### src/rtl/stack_pkg.sv
// Shared definitions for the operand stack: default sizes and the decoded command type.
// No logic here; imported by the stack RTL and its bench.
// Backpressure: not applicable.
package stack_pkg;
  localparam int DEF_WIDTH = 8;
  localparam int DEF_DEPTH = 16;
  localparam int CNT_W     = $clog2(DEF_DEPTH + 1);

  typedef enum logic [1:0] {
    IDLE,
    PUSH,
    POP,
    REPL
  } stack_cmd_e;
endpackage

### src/rtl/stack_unit_if.sv
// Command/data bundle between the stack-machine controller and the operand stack.
// Latency: wires only. Backpressure: none; commands are accepted every cycle.
// Error flags exist only when STACK_ERR_EN is defined.
interface stack_unit_if #(
  parameter int WIDTH = 8,
  parameter int DEPTH = 16
);
  localparam int CW = $clog2(DEPTH + 1);

  logic             push;
  logic             pop;
  logic             tos;
  logic [WIDTH-1:0] din;
  logic [WIDTH-1:0] dout;
  logic [CW-1:0]    count;
  logic             empty;
  logic             full;
`ifdef STACK_ERR_EN
  logic             overflow;
  logic             underflow;
`endif

  modport master (
    output push, pop, tos, din,
    input  dout, count, empty, full
`ifdef STACK_ERR_EN
    , input overflow, underflow
`endif
  );

  modport slave (
    input  push, pop, tos, din,
    output dout, count, empty, full
`ifdef STACK_ERR_EN
    , output overflow, underflow
`endif
  );
endinterface

### src/rtl/stack_ram.sv
// Body storage under the top register: DEPTH-1 words, one synchronous write, async read.
// Latency: write visible the cycle after the edge; read is combinational.
// Backpressure: none.
module stack_ram #(
  parameter int WIDTH = 8,
  parameter int DEPTH = 16,
  parameter int AW    = $clog2(DEPTH)
) (
  input  logic             clk,
  input  logic             we,
  input  logic [AW-1:0]    wr_addr,
  input  logic [WIDTH-1:0] wr_dat,
  input  logic [AW-1:0]    rd_addr,
  output logic [WIDTH-1:0] rd_dat
);
  logic [WIDTH-1:0] mem [0:DEPTH-2];

  always_ff @(posedge clk) begin
    if (we) begin
      mem[wr_addr] <= wr_dat;
    end
  end

  // The read address wraps past the array when fewer than two elements are stored;
  // the value is unused then, so return zero instead of indexing out of range.
  assign rd_dat = (int'(rd_addr) < DEPTH - 1) ? mem[rd_addr] : '0;
endmodule

### src/rtl/stack_unit.sv
// Operand stack with the top element in a register for zero-latency reads; STACK_ERR_EN adds sticky overflow/underflow.
// Latency: one cycle from command edge to dout/count/empty/full.
// Backpressure: none; illegal push/pop are dropped (and flagged when enabled).
module stack_unit
  import stack_pkg::*;
#(
  parameter int WIDTH = DEF_WIDTH,
  parameter int DEPTH = DEF_DEPTH
) (
  input  logic         clk,
  input  logic         rst,
  stack_unit_if.slave  bus
);
  localparam int CW = $clog2(DEPTH + 1);
  localparam int AW = $clog2(DEPTH);

  logic [WIDTH-1:0] top_q;
  logic [CW-1:0]    cnt_q;
  logic [CW-1:0]    cnt_m1;
  logic [CW-1:0]    cnt_m2;
  logic             is_empty;
  logic             is_full;
  logic             ram_we;
  logic [WIDTH-1:0] rd_dat;
  stack_cmd_e       cmd;

  assign is_empty = (cnt_q == '0);
  assign is_full  = (cnt_q == CW'(DEPTH));
  assign cnt_m1   = cnt_q - CW'(1);
  assign cnt_m2   = cnt_q - CW'(2);

  // Replace wins over push; push/pop together on an empty stack falls through to push.
  always_comb begin
    cmd = IDLE;
    if (bus.push && bus.pop && !is_empty) begin
      cmd = REPL;
    end else if (bus.push && !is_full) begin
      cmd = PUSH;
    end else if (bus.pop && !bus.push && !is_empty) begin
      cmd = POP;
    end
  end

  // The old top spills into the body only when there was something on top.
  assign ram_we = (cmd == PUSH) && !is_empty;

  stack_ram #(
    .WIDTH (WIDTH),
    .DEPTH (DEPTH),
    .AW    (AW)
  ) u_ram (
    .clk     (clk),
    .we      (ram_we),
    .wr_addr (AW'(cnt_m1)),
    .wr_dat  (top_q),
    .rd_addr (AW'(cnt_m2)),
    .rd_dat  (rd_dat)
  );

  always_ff @(posedge clk) begin
    if (rst) begin
      top_q <= '0;
      cnt_q <= '0;
    end else begin
      case (cmd)
        PUSH: begin
          top_q <= bus.din;
          cnt_q <= cnt_q + CW'(1);
        end
        POP: begin
          top_q <= (cnt_q == CW'(1)) ? '0 : rd_dat;
          cnt_q <= cnt_m1;
        end
        REPL: begin
          top_q <= bus.din;
        end
        default: begin
        end
      endcase
    end
  end

  assign bus.dout  = top_q;
  assign bus.count = cnt_q;
  assign bus.empty = is_empty;
  assign bus.full  = is_full;

`ifdef STACK_ERR_EN
  logic ovf_q;
  logic unf_q;
  logic ovf_set;
  logic unf_set;

  assign ovf_set = bus.push && !bus.pop && is_full;
  assign unf_set = is_empty && !bus.push && (bus.pop || bus.tos);

  always_ff @(posedge clk) begin
    if (rst) begin
      ovf_q <= 1'b0;
      unf_q <= 1'b0;
    end else begin
      if (ovf_set) ovf_q <= 1'b1;
      if (unf_set) unf_q <= 1'b1;
    end
  end

  assign bus.overflow  = ovf_q;
  assign bus.underflow = unf_q;
`endif
endmodule

### src/flat_wrapper.sv
// flat-port wrapper written by rule: the top's interface ports become plain ports
module stack_unit_flat import stack_pkg::*;
#(
  parameter int WIDTH = DEF_WIDTH,
  parameter int DEPTH = DEF_DEPTH
)
  (clk, rst, bus_push, bus_pop, bus_tos, bus_din, bus_dout, bus_count, bus_empty, bus_full);
  stack_unit_if #(.WIDTH(WIDTH), .DEPTH(DEPTH)) bus_i ();
  input  logic clk;
  input  logic rst;
  input wire logic [$bits(bus_i.push)-1:0] bus_push;
  input wire logic [$bits(bus_i.pop)-1:0] bus_pop;
  input wire logic [$bits(bus_i.tos)-1:0] bus_tos;
  input wire logic [$bits(bus_i.din)-1:0] bus_din;
  output wire logic [$bits(bus_i.dout)-1:0] bus_dout;
  output wire logic [$bits(bus_i.count)-1:0] bus_count;
  output wire logic [$bits(bus_i.empty)-1:0] bus_empty;
  output wire logic [$bits(bus_i.full)-1:0] bus_full;
  assign bus_i.push = bus_push;
  assign bus_i.pop = bus_pop;
  assign bus_i.tos = bus_tos;
  assign bus_i.din = bus_din;
  assign bus_dout = bus_i.dout;
  assign bus_count = bus_i.count;
  assign bus_empty = bus_i.empty;
  assign bus_full = bus_i.full;
  stack_unit #(.WIDTH(WIDTH), .DEPTH(DEPTH)) u_core (.clk(clk), .rst(rst), .bus(bus_i));
endmodule
### config.mk
export PLATFORM = sky130hd
export DESIGN_NAME = stack_unit_flat
export DESIGN_NICKNAME = d
export VERILOG_FILES = /design/src/rtl/stack_pkg.sv /design/src/rtl/stack_unit_if.sv /design/src/rtl/stack_ram.sv /design/src/rtl/stack_unit.sv /design/src/flat_wrapper.sv
export SDC_FILE = /design/constraint.sdc
export NUM_CORES = 1
export LEC_CHECK = 0
export BUFFER_PORTS_ARGS = -buffer_cell sky130_fd_sc_hd__buf_2
export CORE_MARGIN = 2
export CORE_UTILIZATION = 55
export DETAILED_ROUTE_END_ITERATION = 12
export MAX_ROUTING_LAYER = met4
export PLACE_DENSITY = 0.76
export RECOVER_POWER = 100
export REMOVE_ABC_BUFFERS = 1
export SYNTH_ARGS = -nofsm -noshare
export SYNTH_HDL_FRONTEND = slang
export SYNTH_SLANG_ARGS = --single-unit
export TNS_END_PERCENT = 50
### constraint.sdc
create_clock -name clk -period 2.5 [get_ports clk]
set_input_delay 0.5 -clock clk [delete_from_list [all_inputs] [get_ports clk]]
set_output_delay 0.5 -clock clk [all_outputs]
set_load 0.02 [all_outputs]
==> results of run 1 <==
[per-layer routing]
layer  share of wire [%]  up-vias  wire, µm  GRT usage, %
met5                   0        -         0             -
met4                 2.6        0       301          9.24
met3                 8.0       23       922          6.11
met2                  50      165      5730          36.3
met1                  40     1595      4580          30.8
li1                    -     1419         -             -
[how the worst min path moves through the flow]
| stage | to | startpoint | slack [ns] | cells past startpoint |
|---|---|---|---|---|
| detailed placement | u_core.u_ram.mem[4][2] | u_core.bus.dout[2] | 0.57 | 0 |
| floorplan | u_core.bus.count[0] | rst | 0.57 | 1 |
| global placement | u_core.u_ram.mem[4][2] | u_core.bus.dout[2] | 0.58 | 0 |
| global route | u_core.bus.dout[4] | bus_din[4] | 0.33 | 3 |
| CTS | u_core.bus.dout[0] | bus_din[0] | 0.33 | 3 |
| finish | u_core.bus.dout[4] | bus_din[4] | 0.34 | 3 |
[where the power goes]
group	switching [mW]	total (mW)	leakage, nW	internal [mW]
clock	0.805	2.10	0.240	1.29
combinational	1.59	2.58	0.682	0.996
sequential	0.127	2.90	1.21	2.78
[placed cells by master, fill, tap and decap left out, types with 2 or more instances in the layout]
master,instances
sky130_fd_sc_hd__a211oi_1,15
sky130_fd_sc_hd__a21oi_1,13
sky130_fd_sc_hd__o22a_1,8
sky130_fd_sc_hd__mux4_2,24
sky130_fd_sc_hd__clkbuf_1,24
sky130_fd_sc_hd__edfxtp_1,120
sky130_fd_sc_hd__a31oi_1,2
sky130_fd_sc_hd__mux2i_1,9
sky130_fd_sc_hd__buf_2,14
sky130_fd_sc_hd__inv_1,4
sky130_fd_sc_hd__a211oi_2,3
sky130_fd_sc_hd__xnor2_1,2
sky130_fd_sc_hd__buf_4,2
sky130_fd_sc_hd__dfxtp_1,12
sky130_fd_sc_hd__o21ai_0,2
sky130_fd_sc_hd__nand2_1,14
sky130_fd_sc_hd__nand3_1,9
sky130_fd_sc_hd__clkbuf_2,17
sky130_fd_sc_hd__nand2b_1,2
sky130_fd_sc_hd__clkbuf_16,16
sky130_fd_sc_hd__nor2_1,36
sky130_fd_sc_hd__xor2_1,3
sky130_fd_sc_hd__clkinv_2,3
sky130_fd_sc_hd__ha_1,8
sky130_fd_sc_hd__a211o_1,8
[Yosys cell counts (all sizes together)]
master / n / area share, %
o32ai: 1 / 0.16
mux4: 24 / 9.6
edfxtp: 120 / 64
inv: 5 / 0.34
a21boi: 2 / 0.27
a22oi: 1 / 0.13
nor3b: 1 / 0.34
nor2: 36 / 2.4
buf: 11 / 1.7
nand3: 9 / 0.80
ha: 8 / 1.8
nor4b: 1 / 0.27
nand2: 14 / 0.94
xnor2: 3 / 0.60
xor2: 3 / 0.47
o22a: 8 / 1.3
a211o: 8 / 1.3
a21oi: 14 / 1.5
a211oi: 18 / 3.1
clkbuf: 4 / 0.27
dfxtp: 13 / 4.6
nor4bb: 1 / 0.45
nand4b: 1 / 0.16
or3b: 1 / 0.20
nand2b: 2 / 0.22
a31oi: 3 / 0.60
nor3: 2 / 0.27
o21ai: 3 / 0.27
mux2i: 9 / 1.6
or3: 1 / 0.11
[critical path: cells and delay by family, from the launching register on]
kind          cells  cell delay [ns]
fa+ha+maj         1             0.28
buf+inv           2             0.38
simple gates      1             0.36
flops             1             0.31
[flip-flops by register name, indices dropped and copies added, names as in the netlist]
name and cells:
u_core.bus.dout 8, u_core.bus.count 5, u_core.u_ram.mem 120
[cell type report]
class                      count  area (µm²)  share of cell area, %
clock buffer                  24         440                   6.90
clock inverter                 6        56.3                  0.882
inverter                       5        18.8                  0.294
multi-input combinational    174        1570                   24.7
sequential                   133        3860                   60.6
tap                          133         166                   2.61
timing repair buffer          52         262                   4.10
[kinds of logic after synthesis]
| logic type | count (synthesis) | share of synthesized area [%] |
|---|---|---|
| DFF | 133 | 69.0 |
| and+or+nand+nor | 69 | 6.16 |
| AOI/OAI and AO/OA | 58 | 8.47 |
| muxes | 33 | 11.3 |
| buffers and inverters | 20 | 2.28 |
| adders and majority gates | 8 | 1.79 |
| xor gates and xnor gates | 6 | 1.07 |
[per-stage QoR]
stage                     power, mW  utilization [%]  setup TNS (ns)  area [µm²]  setup slack, ns
final                          7.59             65.0               0        6380            0.170
after global routing           7.93             65.0               0        6380           0.0320
after CTS                      7.72             66.1               0        6490            0.134
after detailed placement       5.62             61.1               0        6000            0.456
after global placement         5.55             61.1               0        6000            0.471
after floorplan                4.74                -         -109.79        5490            -1.32
==> impl_summary.log, run 1 <==
INFO  metric drc_errors = 0
INFO  metric maxClockFrequency = 0.429 GHz
INFO  metric nNetsFinal = 404
INFO  metric vias = 3202
INFO  metric worstSkewPairLatency = 0.51 ns
INFO  metric number_of_buffers_inserted_during_clock_tree_synthesis = 17
INFO  metric power.density_cell_area = 1190 nW/µm²
INFO  metric sequential_cell_area_fraction_in_the_yosys_report = 69.0%
INFO  metric tritoncts = done
INFO  metric finalNonFillerCells = 527
INFO  metric clkTransAtPathRegs = 0.06 ns
INFO  metric post_synth_inst_count = 327
INFO  metric crit-reg2reg-capture = u_core.u_ram.mem[1][4]
INFO  metric total_global_route_track_usage = 23.7%
INFO  metric buffer_ports.inserted = 26
INFO  metric slew_viol_final = 0
INFO  metric fillers = 717
INFO  metric post_cts_resize_count = 0
INFO  metric tritoncts_sink_count = 133
INFO  metric grt_overflow = 0
INFO  metric worst_pin_slew = 0.976 ns
INFO  metric core_area = 9820 µm²
INFO  metric num_io_pins = 28
INFO  metric drt-vias-per-instance = 6.08
INFO  metric critical_path.max_fanout = 6
INFO  metric max_stage_delay = 0.36 ns
INFO  metric floorplan.die_area = 11000 µm²
INFO  metric worst-endpoint-arrival = 1.83 ns
INFO  metric reg2reg_slack = 0.19 ns
INFO  metric period_minus_slack = 2.33 ns
INFO  metric critical_path_required = 2.00 ns
INFO  metric slew_headroom = 34.3%
INFO  metric cp-startpoint = u_core.bus.count[0]
INFO  metric area.growth.synth_to_final = 13.9%
INFO  metric vdd.ir_drop.worst = 0.827 mV
INFO  metric crit_path_start_kind = register
INFO  metric grt_setup_unrepaired = no
INFO  metric antenna_cells = 0
INFO  metric number_of_antenna_violations_at_the_first_check_in_global_routing = 0
INFO  metric grt_pass1_wl = 18.2 mm
INFO  metric place_congestion = 0.866
INFO  metric die_height = 105 µm
INFO  metric worst_path_max_delay_cell = sky130_fd_sc_hd__nor4bb_4
INFO  metric crit_chain = inv_1 > ha_1 > nor4bb_4 > clkbuf_2
INFO  metric power_leakage = 2.13 nW
INFO  metric report.final.setup_viol = 0
INFO  metric placed_cells = 497
INFO  metric run_status = finished, final reports clean
INFO  metric crit-reg2reg-launch = u_core.bus.count[2]
INFO  metric routedWlPerCell = 21.9 µm
INFO  metric cts.htree.levels = 4
INFO  metric routed_wl = 11.5 mm
INFO  metric timing_worst_setup_path_type = register to output port
INFO  metric mappedNetlistArea = 5600 µm²
INFO  metric first_global_vias = 3153
INFO  metric count_of_buffers_added_by_post_cts_timing_repair_for_setup = 0
INFO  metric floorplan.die.width = 105 µm
INFO  metric critPathCaptureType = output port
INFO  metric grt_max_degree = 45
INFO  metric hp-class = primary input to register
INFO  metric reg2regPathDepth = 6
INFO  metric timing.hold.ws = 0.340 ns
INFO  metric synthDistinctLibCells = 41
INFO  metric cts-hold-fix-buffers = 0
INFO  metric final_hold_viol_count = 0
INFO  metric route.antenna.remaining_nets = 0
INFO  metric max_cap_viol_count = 0
INFO  metric num_rows = 36
INFO  metric min_period_over_period = 93.2%
INFO  metric setup.worst_path.end = bus_full
INFO  metric synthesis.yosys.warnings = 0
INFO  metric clock_tree.root_cell = sky130_fd_sc_hd__clkbuf_8
INFO  metric postSynthRegisterBits = 133
INFO  metric dpl.hpwl = 7.24 mm
INFO  metric drtIter0Drc = 223
INFO  metric cts_max_path_buffers = 2
INFO  metric post_synth.cell_area_avg = 17.1 µm²
INFO  metric drtPass1Iterations = 5
INFO  metric initial_utilization = 57.0%
INFO  metric post_route_cells_drive_above_1_share = 23.9%
INFO  metric fin_skew = 0.00734 ns
Note: power is estimated with default switching activity, not from simulation.
==> run 2, diff against run 1 <==
- CORE_UTILIZATION: 55 -> 65
- PLACE_DENSITY: 0.76 -> 0.84
- clock period: 2.5 -> 3.02 ns (I/O delays scaled with it)
==> impl_summary.log, run 2 (synthesis results as in run 1) <==
INFO  metric run_status = finished, final reports clean (unchanged)
INFO  metric worstSkewPairLatency = 0.52 ns (was 0.51 ns)
INFO  metric buffer_ports.inserted = 26 (unchanged)
INFO  metric cts_max_path_buffers = 2 (unchanged)
INFO  metric finalNonFillerCells = 498 (was 527)
INFO  metric grt_max_degree = 45 (unchanged)
INFO  metric antenna_cells = 0 (unchanged)
INFO  metric core_area = 8300 µm² (was 9820 µm²)
INFO  metric tritoncts_sink_count = 133 (unchanged)
INFO  metric drtPass1Iterations = 6 (was 5)
INFO  metric final_hold_viol_count = 0 (unchanged)
INFO  metric final_cell_mix = sky130_fd_sc_hd__edfxtp_1, sky130_fd_sc_hd__nor2_1, sky130_fd_sc_hd__clkbuf_1 (was sky130_fd_sc_hd__edfxtp_1, sky130_fd_sc_hd__nor2_1, sky130_fd_sc_hd__mux4_2, sky130_fd_sc_hd__clkbuf_1, sky130_fd_sc_hd__clkbuf_2)
INFO  metric area.growth.synth_to_final = 14.3% (was 13.9%)
INFO  metric placed_cells = 466 (was 497)
INFO  metric slew_headroom = 15.8% (was 34.3%)
INFO  metric timing.setup.tns = 0 ns (unchanged)
INFO  metric place_congestion = 0.855 (was 0.866)
INFO  metric clock_tree.root_cell = sky130_fd_sc_hd__clkbuf_8 (unchanged)
INFO  metric crit_chain = inv_2 > ha_1 > nor4bb_1 > buf_2 (was inv_1 > ha_1 > nor4bb_4 > clkbuf_2)
INFO  metric dpl.hpwl = 7.57 mm (was 7.24 mm)
INFO  metric cp_top_family = simple AND/OR/NAND/NOR gates (was buffers and inverters)
INFO  metric num_rows = 33 (was 36)
INFO  metric worst-endpoint-arrival = 2.06 ns (was 1.83 ns)
INFO  metric critical_path.max_fanout = 6 (unchanged)
INFO  metric critical_path_required = 2.42 ns (was 2.00 ns)
INFO  metric tritoncts = done (unchanged)
INFO  metric drc_errors = 0 (unchanged)
INFO  metric critPathCaptureType = output port (unchanged)
INFO  metric die_height = 96.8 µm (was 105 µm)
INFO  metric crit_path_setup_slack_layout = 0.357 ns (was 0.170 ns)
INFO  metric number_of_antenna_violations_at_the_first_check_in_global_routing = 0 (unchanged)
INFO  metric route.antenna.remaining_nets = 0 (unchanged)
INFO  metric number_of_buffers_inserted_during_clock_tree_synthesis = 17 (unchanged)
INFO  metric slew_viol_final = 0 (unchanged)
INFO  metric clkTransAtPathRegs = 0.06 ns (about the same)
INFO  metric floorplan.die_area = 9380 µm² (was 11000 µm²)
INFO  metric crit_path_start_kind = register (unchanged)
INFO  metric worst_path_max_delay_cell = sky130_fd_sc_hd__nor4bb_1 (was sky130_fd_sc_hd__nor4bb_4)
INFO  metric routedWlPerCell = 25.5 µm (was 21.9 µm)
INFO  metric power_leakage = 2.12 nW (was 2.13 nW)
INFO  metric top_usage_layer = met2 (unchanged)
INFO  metric min_period_over_period = 88.2%
INFO  metric drt-vias-per-instance = 6.76 (was 6.08)
INFO  metric period_minus_slack = 2.66 ns
INFO  metric use_met1 = 39.3% (was 30.8%)
INFO  metric floorplan.die.width = 96.8 µm (was 105 µm)
INFO  metric timing.critical_path.buf_inv = 2 (unchanged)
INFO  metric largest_register_ffs = 120 (unchanged)
INFO  metric grt_pass1_wl = 19.8 mm (was 18.2 mm)
INFO  metric vdd.ir_drop.worst = 0.597 mV (was 0.827 mV)
INFO  metric cts.htree.levels = 4 (unchanged)
INFO  metric initial_utilization = 67.5% (was 57.0%)
INFO  metric timing_worst_setup_path_type = register to output port (unchanged)
INFO  metric place_worst_setup_slack = 0.156 ns (was 0.456 ns)
INFO  metric vias = 3366 (was 3202)
INFO  metric report.final.setup_viol = 0 (unchanged)
INFO  metric nNetsFinal = 401 (was 404)
INFO  metric post-route-util = 77.2% (was 65.0%)
INFO  metric hp-class = primary input to register (unchanged)
INFO  metric power.density_cell_area = 1050 nW/µm² (was 1190 nW/µm²)
INFO  metric count_of_buffers_added_by_post_cts_timing_repair_for_setup = 0 (unchanged)
INFO  metric drtIter0Drc = 373 (was 223)
INFO  metric met3_usage = 8.09% (was 6.11%)
INFO  metric maxClockFrequency = 0.376 GHz
INFO  metric worst_pin_slew = 1.25 ns (was 0.976 ns)
INFO  metric regMostFlops = u_core.u_ram.mem (unchanged)
INFO  metric num_io_pins = 28 (unchanged)
INFO  metric most_frequent_standard_cell_in_the_layout_excluding_fill_and_tap_cells = sky130_fd_sc_hd__edfxtp_1 (unchanged)
INFO  metric routed_wl = 12.7 mm (was 11.5 mm)
INFO  metric max_cap_viol_count = 0 (unchanged)
INFO  metric grt_setup_unrepaired = no (unchanged)
INFO  metric groute.layer.met2.usage = 45.5% (was 36.3%)
INFO  metric first_global_vias = 3362 (was 3153)
INFO  metric fin_skew = 0.00410 ns (was 0.00734 ns)
INFO  metric total_global_route_track_usage = 29.9% (was 23.7%)
INFO  metric grt_overflow = 0 (unchanged)
INFO  metric fillers = 466 (was 717)
INFO  metric post_route_cells_drive_above_1_share = 21.1% (was 23.9%)
INFO  metric max_stage_delay = 0.58 ns (was 0.36 ns)
==> run 2: area by class of cell <==
class | instances | area (µm²) | area share [%]
clock buffer | 17 | 414 | 6.47
sequential | 133 | 3860 | 60.3
inverter | 5 | 18.8 | 0.293
clock inverter | 15 | 184 | 2.87
tap | 105 | 131 | 2.05
multi-input combinational | 174 | 1570 | 24.6
timing repair buffer | 49 | 219 | 3.42
==> run 2: what timing repair did <==
action,CTS,global route
endpoints found under the setup margin,0,2
gates resized for setup,0,1
hold buffers,0,0
==> run 2: final timing paths <==
path	startpoint	end	slack, ns	cells after the start
setup / recovery	u_core.bus.count[0]	bus_full	0.36	4
hold / removal	rst	u_core.bus.count[4]	0.46	2
setup reg to reg	u_core.bus.count[1]	u_core.bus.dout[0]	0.41	8
hold reg to reg	u_core.bus.dout[7]	u_core.u_ram.mem[3][7]	0.54	0
==> run 2: metal layers <==
metal	wire length, µm	up-vias
met5	0	-
met3	1370	45
met4	346	0
li1	-	1415
met2	6260	266
met1	4740	1640
==> run 2: per-stage QoR <==
step	hold slack [ns]	area [µm²]	power, mW
6_report	0.462	6400	6.70
5_1_grt	0.461	6400	6.95
4_1_cts	0.440	6530	6.76
3_5_place_dp	0.527	5930	4.64
3_3_place_gp	0.530	5930	4.55
2_1_floorplan	0.673	5490	3.92
==> run 2: report_power, final <==
part	leakage, nW	total [mW]	internal [mW]	switching (mW)
sequential	1.21	2.45	2.30	0.159
combinational	0.621	2.17	0.806	1.37
clock	0.291	2.08	1.33	0.747
==> run 3, diff against run 2 <==
==> constraint.sdc (replaced) <==
create_clock -name clk -period 3.02 [get_ports clk]
set_input_delay 0.151 -clock clk [delete_from_list [all_inputs] [get_ports clk]]
set_output_delay 0.151 -clock clk [all_outputs]
set_load 0.02 [all_outputs]
==> impl_summary.log, run 3 (synthesis results as in run 1) <==
INFO  metric run_status = finished, final reports clean (unchanged)
INFO  metric nNetsFinal = 401 (unchanged)
INFO  metric worstSkewPairLatency = 0.52 ns (about the same)
INFO  metric fillers = 453 (was 466)
INFO  metric regMostFlops = u_core.u_ram.mem (unchanged)
INFO  metric timing.hold.ws = 0.0323 ns (was 0.462 ns)
INFO  metric floorplan.die_area = 9380 µm² (unchanged)
INFO  metric worst_pin_slew = 1.13 ns (was 1.25 ns)
INFO  metric initial_utilization = 67.5% (unchanged)
INFO  metric slew_viol_final = 0 (unchanged)
INFO  metric crit-reg2reg-launch = u_core.bus.count[1] (unchanged)
INFO  metric drc_errors = 0 (unchanged)
INFO  metric worst-endpoint-arrival = 3.22 ns (was 2.06 ns)
INFO  metric reg2regPathDepth = 8 (unchanged)
INFO  metric num_io_pins = 28 (unchanged)
INFO  metric most_frequent_standard_cell_in_the_layout_excluding_fill_and_tap_cells = sky130_fd_sc_hd__edfxtp_1 (unchanged)
INFO  metric report.final.setup_viol = 0 (unchanged)
INFO  metric first_global_vias = 3336 (was 3362)
INFO  metric drtPass1Iterations = 5 (was 6)
INFO  metric antenna_cells = 0 (unchanged)
INFO  metric period_minus_slack = 2.81 ns (was 2.66 ns)
INFO  metric clock_tree.root_cell = sky130_fd_sc_hd__clkbuf_8 (unchanged)
INFO  metric final_cell_mix = sky130_fd_sc_hd__edfxtp_1, sky130_fd_sc_hd__nor2_1, sky130_fd_sc_hd__clkbuf_1 (unchanged)
INFO  metric floorplan.die.width = 96.8 µm (unchanged)
INFO  metric tritoncts_sink_count = 133 (unchanged)
INFO  metric post_route_cells_drive_above_1_share = 21.9% (was 21.1%)
INFO  metric clkTransAtPathRegs = 0.06 ns (about the same)
INFO  metric number_of_buffers_inserted_during_clock_tree_synthesis = 17 (unchanged)
INFO  metric timing_worst_setup_path_type = register to register (was register to output port)
INFO  metric crit_chain = inv_2 > ha_1 > xnor2_2 > buf_4 > o32ai_1 > a21oi_4 > nand3_1 > a211oi_1 (was inv_2 > ha_1 > nor4bb_1 > buf_2)
INFO  metric fin_skew = 0.00822 ns (was 0.00410 ns)
INFO  metric final_hold_viol_count = 0 (unchanged)
INFO  metric die_height = 96.8 µm (unchanged)
INFO  metric area.growth.synth_to_final = 15.3% (was 14.3%)
INFO  metric largest_register_ffs = 120 (unchanged)
INFO  metric worst_path_max_delay_cell = sky130_fd_sc_hd__xnor2_2 (was sky130_fd_sc_hd__nor4bb_1)
INFO  metric max_stage_delay = 0.87 ns (was 0.58 ns)
INFO  metric hp-class = primary input to register (unchanged)
INFO  metric drt-vias-per-instance = 6.65 (was 6.76)
INFO  metric multiInputGateArea = 1580 µm² (was 1570 µm²)
INFO  metric place_congestion = 0.881 (was 0.855)
INFO  metric cts.htree.levels = 4 (unchanged)
INFO  metric routed_wl = 12.4 mm (was 12.7 mm)
INFO  metric count_of_buffers_added_by_post_cts_timing_repair_for_setup = 0 (unchanged)
INFO  metric setup.worst_path.end = u_core.bus.dout[0] (was bus_full)
INFO  metric critical_path_required = 3.44 ns (was 2.42 ns)
INFO  metric critPathCaptureType = register (was output port)
INFO  metric num_rows = 33 (unchanged)
INFO  metric tritoncts = done (unchanged)
INFO  metric reg2reg_slack = 0.21 ns (was 0.41 ns)
INFO  metric grt_setup_unrepaired = no (unchanged)
INFO  metric crit-reg2reg-capture = u_core.bus.dout[0] (unchanged)
INFO  metric max_cap_viol_count = 0 (unchanged)
INFO  metric cts_max_path_buffers = 2 (unchanged)
INFO  metric slew_headroom = 24.2% (was 15.8%)
INFO  metric grt_pass1_wl = 19.2 mm (was 19.8 mm)
INFO  metric drtIter0Drc = 509 (was 373)
INFO  metric sequential_cell_area = 3860 µm² (unchanged)
INFO  metric core_area = 8300 µm² (unchanged)
INFO  metric cp-startpoint = u_core.bus.count[1] (was u_core.bus.count[0])
INFO  metric grt_overflow = 0 (unchanged)
INFO  metric crit_path_start_kind = register (unchanged)
INFO  metric power_leakage = 2.14 nW (was 2.12 nW)
INFO  metric total_global_route_track_usage = 28.7% (was 29.9%)
INFO  metric post-route-util = 77.9% (was 77.2%)
INFO  metric power.density_cell_area = 1040 nW/µm² (was 1050 nW/µm²)
INFO  metric grt_max_degree = 45 (unchanged)
INFO  metric maxClockFrequency = 0.357 GHz (was 0.376 GHz)
INFO  metric buffer_ports.inserted = 26 (unchanged)
INFO  metric min_period_over_period = 92.9% (was 88.2%)
INFO  metric routedWlPerCell = 24.9 µm (was 25.5 µm)
INFO  metric vdd.ir_drop.worst = 0.682 mV (was 0.597 mV)
INFO  metric vias = 3313 (was 3366)
INFO  metric dpl.hpwl = 7.05 mm (was 7.57 mm)
INFO  metric number_of_antenna_violations_at_the_first_check_in_global_routing = 0 (unchanged)
INFO  metric critical_path.max_fanout = 18 (was 6)
INFO  metric route.antenna.remaining_nets = 0 (unchanged)
## run 3: power breakdown
| part | switching (mW) | total, mW | leakage [nW] | internal [mW] |
|---|---|---|---|---|
| logic | 1.21 | 2.02 | 0.643 | 0.805 |
| clock network | 0.784 | 2.14 | 0.295 | 1.35 |
| registers | 0.259 | 2.55 | 1.21 | 2.30 |
| total | 2.25 | 6.71 | 2.14 | 4.46 |
## run 3: how the worst min path moves through the flow
stage / startpoint / to / slack [ns] / cells past startpoint
floorplan: rst / u_core.bus.count[0] / 0.22 / 1
global placement: bus_din[1] / u_core.bus.dout[1] / 0.49 / 3
detailed placement: bus_din[3] / u_core.bus.dout[3] / 0.51 / 3
CTS: rst / u_core.bus.count[1] / 0.00002 / 2
global route: bus_din[0] / u_core.bus.dout[0] / 0.02 / 3
finish: rst / u_core.bus.count[1] / 0.03 / 2
## run 3: stage by stage
stage          cells  setup TNS [ns]  total power, mW  area, µm²  setup slack, ns
2_1_floorplan    312          -40.51             3.92       5490           -0.802
3_3_place_gp     460               0             4.51       5880            0.396
3_5_place_dp     460               0             4.58       5880            0.290
4_1_cts          498               0             6.75       6560            0.290
5_1_grt          498               0             6.96       6460           0.0692
6_report         498               0             6.71       6460            0.215
## run 3: worst max-delay path: cells and delay by family, from the launching register on
kind	cells	cell delay, ns
XOR/XNOR	1	0.87
flip-flops	1	0.34
AND/OR/NAND/NOR	1	0.11
buffers and inverters	2	0.41
AO/OA/AOI/OAI	3	0.72
adder cells (fa/ha/maj)	1	0.24
## run 3: repair_timing
action	4_1_cts	5_1_grt
gates resized for setup	0	0
hold buffers	6	0
endpoints found under the hold margin	6	0
## run 3: area by class of cell
cell class                      count  area share, %
Clock inverter                     13           2.98
Inverter                            5          0.290
Sequential cell                   133           59.8
Multi-Input combinational cell    174           24.4
Timing Repair Buffer               49           3.93
Tap cell                          105           2.03
Clock buffer                       19           6.53
## run 3: layer usage
layer | global-route usage, % | part of all wire, % | vias to the layer above
met5 | - | 0 | -
met4 | 10.5 | 2.3 | 0
met3 | 8.09 | 9.0 | 30
met2 | 41.2 | 48 | 224
met1 | 40.1 | 40 | 1650
li1 | - | - | 1409
